`config.mk`:
```
export PLATFORM = sky130hd
export DESIGN_NAME = video_cap_pack
export DESIGN_NICKNAME = d
export VERILOG_FILES = /design/src/rtl/video_cap_pack.sv
export SDC_FILE = /design/constraint.sdc
export NUM_CORES = 1
export LEC_CHECK = 0
export CAP_MARGIN = 20
export CORE_UTILIZATION = 45
export DETAILED_ROUTE_END_ITERATION = 8
export PLACE_DENSITY = 0.77
export REMOVE_ABC_BUFFERS = 1
export SYNTH_ARGS = -nofsm -noshare
export SYNTH_HDL_FRONTEND = slang
export SYNTH_SLANG_ARGS = --single-unit
```
`constraint.sdc`:
```
create_clock -name src_pclk -period 6.3 [get_ports src_pclk]
set_clock_uncertainty 0.2 [all_clocks]
set_input_delay 1.26 -clock src_pclk [delete_from_list [all_inputs] [get_ports src_pclk]]
set_output_delay 1.26 -clock src_pclk [all_outputs]
set_load 0.01 [all_outputs]
```
`src/rtl/video_cap_pack.sv`:
```
// video_cap_pack: packs SRC_CHN consecutive source beats into one pixel,
// produces x/y coordinates and checks every line and frame against IW/IH.
// Optional feature macro: VIDEO_CAP_STAT_EN adds stat_clr and cap_err_cnt.
module video_cap_pack #(
  parameter int IW        = 640,
  parameter int IH        = 480,
  parameter int SRC_DW    = 8,
  parameter int SRC_CHN   = 3,
  parameter int MSB_FIRST = 1,
  parameter int XW        = 12,
  parameter int YW        = 12
) (
  input  logic                      src_pclk,
  input  logic                      rst_n,
  input  logic                      src_hsync,
  input  logic                      src_vsync,
  input  logic [SRC_DW-1:0]         src_data_out,
  output logic                      cap_hsync,
  output logic                      cap_vsync,
  output logic                      cap_valid,
  output logic [SRC_DW*SRC_CHN-1:0] cap_data_out,
  output logic [XW-1:0]             cap_x,
  output logic [YW-1:0]             cap_y,
  output logic                      cap_line_err,
  output logic                      cap_frame_done,
  output logic                      cap_frame_err
`ifdef VIDEO_CAP_STAT_EN
  ,
  input  logic                      stat_clr,
  output logic [15:0]               cap_err_cnt
`endif
);

  localparam int PW = SRC_DW * SRC_CHN;
  localparam int CW = (SRC_CHN > 1) ? $clog2(SRC_CHN) : 1;
  localparam int SW = (SRC_CHN > 1) ? (PW - SRC_DW) : SRC_DW;
  localparam logic [CW-1:0] CH_LAST = CW'(SRC_CHN - 1);

  logic [CW-1:0]      ch;
  logic [SW-1:0]      beat_q;
  logic [SW-1:0]      shift_d;
  logic [PW-1:0]      pix_d;
  logic [SRC_CHN-1:0] hs_dly;
  logic [SRC_CHN-1:0] vs_dly;
  logic [SRC_CHN:0]   hs_cat;
  logic [SRC_CHN:0]   vs_cat;
  logic               hs_prev;
  logic               vs_prev;
  logic               armed;
  logic               h_rise;
  logic               line_end;
  logic               pix_done;
  logic               line_bad;
  logic               v_rise;
  logic               v_fall;
  logic               frame_line;
  logic [XW-1:0]      x_cnt;
  logic [YW-1:0]      line_cnt;
  logic [YW-1:0]      lines_eff;
  logic               frame_bad;

  // The sync delay lines are SRC_CHN flops deep; the top bit of each
  // concatenation is the registered output, the one below is its next value.
  assign hs_cat    = {hs_dly, src_hsync};
  assign vs_cat    = {vs_dly, src_vsync};
  assign cap_hsync = hs_cat[SRC_CHN];
  assign cap_vsync = vs_cat[SRC_CHN];

  // beat_q holds the SRC_CHN-1 earlier beats; pix_d is the full pixel
  // including the beat arriving this cycle.
  generate
    if (SRC_CHN == 1) begin : g_single
      assign pix_d   = src_data_out;
      assign shift_d = beat_q;
    end else if (MSB_FIRST != 0) begin : g_msb
      assign pix_d   = {beat_q, src_data_out};
      assign shift_d = pix_d[SW-1:0];
    end else begin : g_lsb
      assign pix_d   = {src_data_out, beat_q};
      assign shift_d = pix_d[PW-1:SRC_DW];
    end
  endgenerate

  // Edge detection and the line/frame events they produce this cycle.
  always_comb begin
    h_rise     = src_hsync & ~hs_prev;
    line_end   = ~src_hsync & hs_prev & armed;
    pix_done   = src_hsync & armed & (ch == CH_LAST);
    line_bad   = line_end & ((ch != '0) | (x_cnt != XW'(IW)));
    v_rise     = src_vsync & ~vs_prev;
    v_fall     = ~src_vsync & vs_prev;
    frame_line = line_end & (src_vsync | vs_prev);
    lines_eff  = line_cnt;
    if (frame_line && (line_cnt != '1)) lines_eff = line_cnt + YW'(1);
  end

  // Sync delay lines and previous-cycle copies of the raw syncs.
  always_ff @(posedge src_pclk or negedge rst_n) begin
    if (!rst_n) begin
      hs_dly  <= '0;
      vs_dly  <= '0;
      hs_prev <= 1'b0;
      vs_prev <= 1'b0;
    end else begin
      hs_dly  <= hs_cat[SRC_CHN-1:0];
      vs_dly  <= vs_cat[SRC_CHN-1:0];
      hs_prev <= src_hsync;
      vs_prev <= src_vsync;
    end
  end

  // Beat counter and beat history; armed means a low hsync has been seen since
  // reset, so a line that was already running at reset is never packed.
  always_ff @(posedge src_pclk or negedge rst_n) begin
    if (!rst_n) begin
      ch     <= '0;
      beat_q <= '0;
      armed  <= 1'b0;
    end else if (!src_hsync) begin
      ch    <= '0;
      armed <= 1'b1;
    end else begin
      ch     <= (ch == CH_LAST) ? '0 : ch + CW'(1);
      beat_q <= shift_d;
    end
  end

  // Pixel strobe and data; data holds while the delayed line is active and
  // is cleared as soon as the delayed line goes inactive.
  always_ff @(posedge src_pclk or negedge rst_n) begin
    if (!rst_n) begin
      cap_valid    <= 1'b0;
      cap_data_out <= '0;
    end else begin
      cap_valid <= pix_done;
      if (pix_done) cap_data_out <= pix_d;
      else if (!hs_cat[SRC_CHN-1]) cap_data_out <= '0;
    end
  end

  // Column tracking: x_cnt counts pixels in the line, cap_x labels the pixel.
  always_ff @(posedge src_pclk or negedge rst_n) begin
    if (!rst_n) begin
      x_cnt <= '0;
      cap_x <= '0;
    end else if (h_rise) begin
      x_cnt <= pix_done ? XW'(1) : '0;
      cap_x <= '0;
    end else if (pix_done) begin
      cap_x <= x_cnt;
      if (x_cnt != '1) x_cnt <= x_cnt + XW'(1);
    end
  end

  // Line and frame checks, row counter and frame error accumulation.
  always_ff @(posedge src_pclk or negedge rst_n) begin
    if (!rst_n) begin
      cap_line_err   <= 1'b0;
      cap_frame_done <= 1'b0;
      cap_frame_err  <= 1'b0;
      cap_y          <= '0;
      line_cnt       <= '0;
      frame_bad      <= 1'b0;
    end else begin
      cap_line_err   <= line_bad;
      cap_frame_done <= v_fall;
      cap_frame_err  <= v_fall & ((lines_eff != YW'(IH)) | frame_bad | line_bad);
      if (v_rise) begin
        cap_y     <= '0;
        line_cnt  <= '0;
        frame_bad <= 1'b0;
      end else begin
        line_cnt <= lines_eff;
        if (line_bad) frame_bad <= 1'b1;
        if (line_end && src_vsync && (cap_y != '1)) cap_y <= cap_y + YW'(1);
      end
    end
  end

`ifdef VIDEO_CAP_STAT_EN
  logic [16:0] err_sum;
  assign err_sum = {1'b0, cap_err_cnt} + 17'(cap_line_err) + 17'(cap_frame_err);

  // Saturating error counter; a clear beats a simultaneous increment.
  always_ff @(posedge src_pclk or negedge rst_n) begin
    if (!rst_n) cap_err_cnt <= '0;
    else if (stat_clr) cap_err_cnt <= '0;
    else if (err_sum[16]) cap_err_cnt <= '1;
    else cap_err_cnt <= err_sum[15:0];
  end
`endif

endmodule
```
==> results.py <==
metrics = {
    "run": {
        "maxCapViolations": 0,
    },
    "power": {
        "p_seq_share_pct": 58.2,
        "power_frac_clock_pct": 32.4,
        "power_density_nw_per_um2": 223.2,
        "p_int_uw": 892.6,
        "p_leak_uw": 0.002437,
        "vdd_drop_max_mv": 0.1385,
        "switching_power_uw": 326.5,
        "comb_power_share_pct": 9.3,
        "netSwitchingFraction_pct": 26.78,
    },
    "clocking": {
        "cts_num_sinks": 102,
        "postCtsHoldBufs": 0,
        "clk_latency_ns": 0.36,
        "postCtsSetupRepairBufs": 0,
        "cts.repair.resized": 0,
        "cts_tree": "yes",
        "clk_pin_slew_ns": 0.10,
        "htreeDepth": 3,
        "cts_root_buf": "clkbuf_8",
        "cts_buffers": 9,
        "clk_path_buf_depth": 2,
    },
    "drt": {
        "routed_wl_mm": 9.097,
        "first_pass_iters": 4,
        "drtAntennaViolNets": 0,
        "vias": 3340,
        "drtIter0Drc": 199,
        "vias_per_cell": 5.235,
        "route.detailed.wl_per_inst_um": 14.26,
        "drc": 0,
    },
    "timing": {
        "slew_headroom_pct": 41.23,
        "fmax_mhz": 301.6,
        "hold_viol": 0,
        "post-route-period-util_pct": 52.62,
        "setup-violations-final": 0,
        "setup-tns-final_ns": 0,
        "drv_slew": 0,
        "period_needed_ns": 3.315,
        "rsz0062_at_grt": "false",
        "tightest_slew_ns": 0.8797,
    },
    "yosys": {
        "post-synth-top-count-cell": "dfrtp_1",
        "synth_cell_type_count": 47,
        "ys_async_sr_fraction_pct": 100.0,
        "synth_edf_count": 0,
        "synth_area_leader_cell": "dfrtp_1",
        "synth_common_cells": "102 x dfrtp_1, 86 x nand2_1, 39 x nor2_1",
        "ys_seq_area_share_pct": 56.81,
        "syn_avg_cell_area_um2": 10.21,
        "synth_ff_type": "dfrtp_1",
        "yosysWarnings": 0,
        "ys_ff_latch": 102,
        "synthTopCellsByArea": "dfrtp_1 57%, nand2_1 7.2%, nand3_1 4.0%, mux2_2 4.0%, nor2_1 3.3%",
        "synth_cells": 440,
        "synth_top_area_share_pct": 56.81,
        "syn_area_um2": 4493,
    },
    "setup_path": {
        "cpPeakStageDelay_ns": 0.41,
        "r2r_cells": 6,
        "end_kind": "flip-flop",
        "r2r_slack_ns": 4.02,
        "regToRegEndpoint": "cap_frame_err",
        "cp_max_fo": 25,
        "worstPathRequired_ns": 6.33,
        "path_cells": "clkdlybuf4s50_1, buf_4, nand3b_1, nor2_4, o21a_1, nand3_1, a2111oi_2, a41oi_1",
        "start_kind": "input port",
        "cpMaxStageDelayCell": "clkdlybuf4s50_1",
        "r2r-start": "line_cnt[0]",
        "arrival_ns": 3.34,
        "path_class": "input port to flip-flop",
    },
    "die": {
        "die_h_um": 101.9,
        "start_util_pct": 46.18,
        "fp-row-count": 36,
        "die-area_um2": 10390,
        "ios": 66,
        "core_um2": 9729,
        "die_w_um": 101.9,
    },
    "hold_path": {
        "min_path_cells": 0,
        "min_from": "vs_dly[1]",
        "hp-class": "flip-flop to flip-flop",
        "hold_path_end": "vs_dly[2]",
    },
    "final_layout": {
        "fin_area_um2": 5461,
        "nFillCells": 884,
        "postLayoutCoreUtil_pct": 56.13,
        "diodes": 0,
        "drive_above_1_share_pct": 9.505,
        "layout.nets": 516,
        "multi_input_area_um2": 1815,
        "ff_latch_area_um2": 2552,
        "areaGrowthSynthToFinish_pct": 21.55,
    },
    "global_route": {
        "grt_pass1_vias": 3119,
        "grt_util_met1_pct": 25.38,
        "grtUsageTotal_pct": 18.32,
        "gr-usage-met3_pct": 3.352,
        "overflow": 0,
        "antenna_found_initial": 0,
        "grt_pass1_wl_mm": 14.86,
        "top_usage_layer": "met2",
        "grt_util_met2_pct": 29.52,
        "grt_max_degree": 60,
    },
    "placed_design": {
        "dp_hpwl_mm": 5.961,
        "place_area_um2": 5258,
        "portBuffers": 65,
        "gp_congestion": 0.8730,
    },
    "status": {
        "status": "finished clean",
    },
}
==> stage by stage <==
stage          setup WS [ns]  hold slack, ns  power, uW  instances
6_report               2.985          0.1663       1219        638
5_1_grt                2.804          0.1773       1276        638
4_1_cts                2.981          0.1675       1230        637
3_5_place_dp           2.603          0.1448      837.6        621
3_3_place_gp           2.651          0.1363      831.5        621
2_1_floorplan          2.600          0.1312      772.3        418
==> flip-flops by register name, summed over array words and instances, names as in the netlist <==
signal and cells:
cap_data_out 24, line_cnt 12, cap_frame_done 1, cap_x 12
cap_y 12, x_cnt 12, beat_q 16, frame_bad 1
cap_line_err 1, ch 2, cap_valid 1, cap_frame_err 1
vs_dly 3, hs_dly 3, armed 1
==> layout by cell type, fill, tap and decap left out, types with 11 or more instances in the layout <==
cell type        netlist  routed
xnor2_1               11      11
clkdlybuf4s50_1        0      64
mux2_2                16      16
nand3_1               36      36
xor2_1                14      14
nor2_1                39      39
nand4_1               11      11
a21oi_1               18      18
nand2_1               86      86
dfrtp_1              102     102
==> metal layers <==
metal	vias to the layer above	share of wire [%]
met5	-	0
met4	0	0.95
met3	8	4.8
met2	86	48
met1	1635	46
li1	1611	-
==> critical path: cells and delay by family <==
kind	cells	cell delay, ns
and+or+nand+nor	3	0.59
AOI/OAI and AO/OA	3	0.84
buffers and inverters	2	0.64
==> power groups by stage <==
stage / combinational, uW / sequential (uW) / clock, uW
after detailed placement: 115 / 722 / 0
final: 114 / 710 / 395
after global routing: 127 / 715 / 434
after CTS: 115 / 710 / 405
after floorplan: 51.2 / 721 / 0
after global placement: 111 / 721 / 0
==> final cells by class <==
type	count	area share, %
Sequential cell	102	46.74
Multi-Input combinational cell	306	33.24
Timing Repair Buffer	71	12.83
Tap cell	133	3.047
Clock buffer	9	2.268
Clock inverter	7	1.191
Inverter	10	0.6873
==> cell families after synthesis <==
logic type	after synthesis	share of synthesized area (%)
flops	102	56.81
simple gates	219	23.56
compound gates	35	5.180
mux	23	5.681
xor+xnor	25	4.873
buf+inv	32	2.785
fa+ha+maj	4	1.114
==> worst max path at each step <==
stage                    endpoint       from  depth (start not counted)  slack, ns
CTS                 cap_frame_err  src_hsync                          8       2.98
global placement    cap_frame_err  src_hsync                          8       2.65
finish              cap_frame_err  src_hsync                          8       2.98
global route        cap_frame_err  src_hsync                          8       2.80
detailed placement  cap_frame_err  src_hsync                          8       2.60
floorplan                x_cnt[0]  src_hsync                          4       2.60
Note: power is estimated with default switching activity, not from simulation.
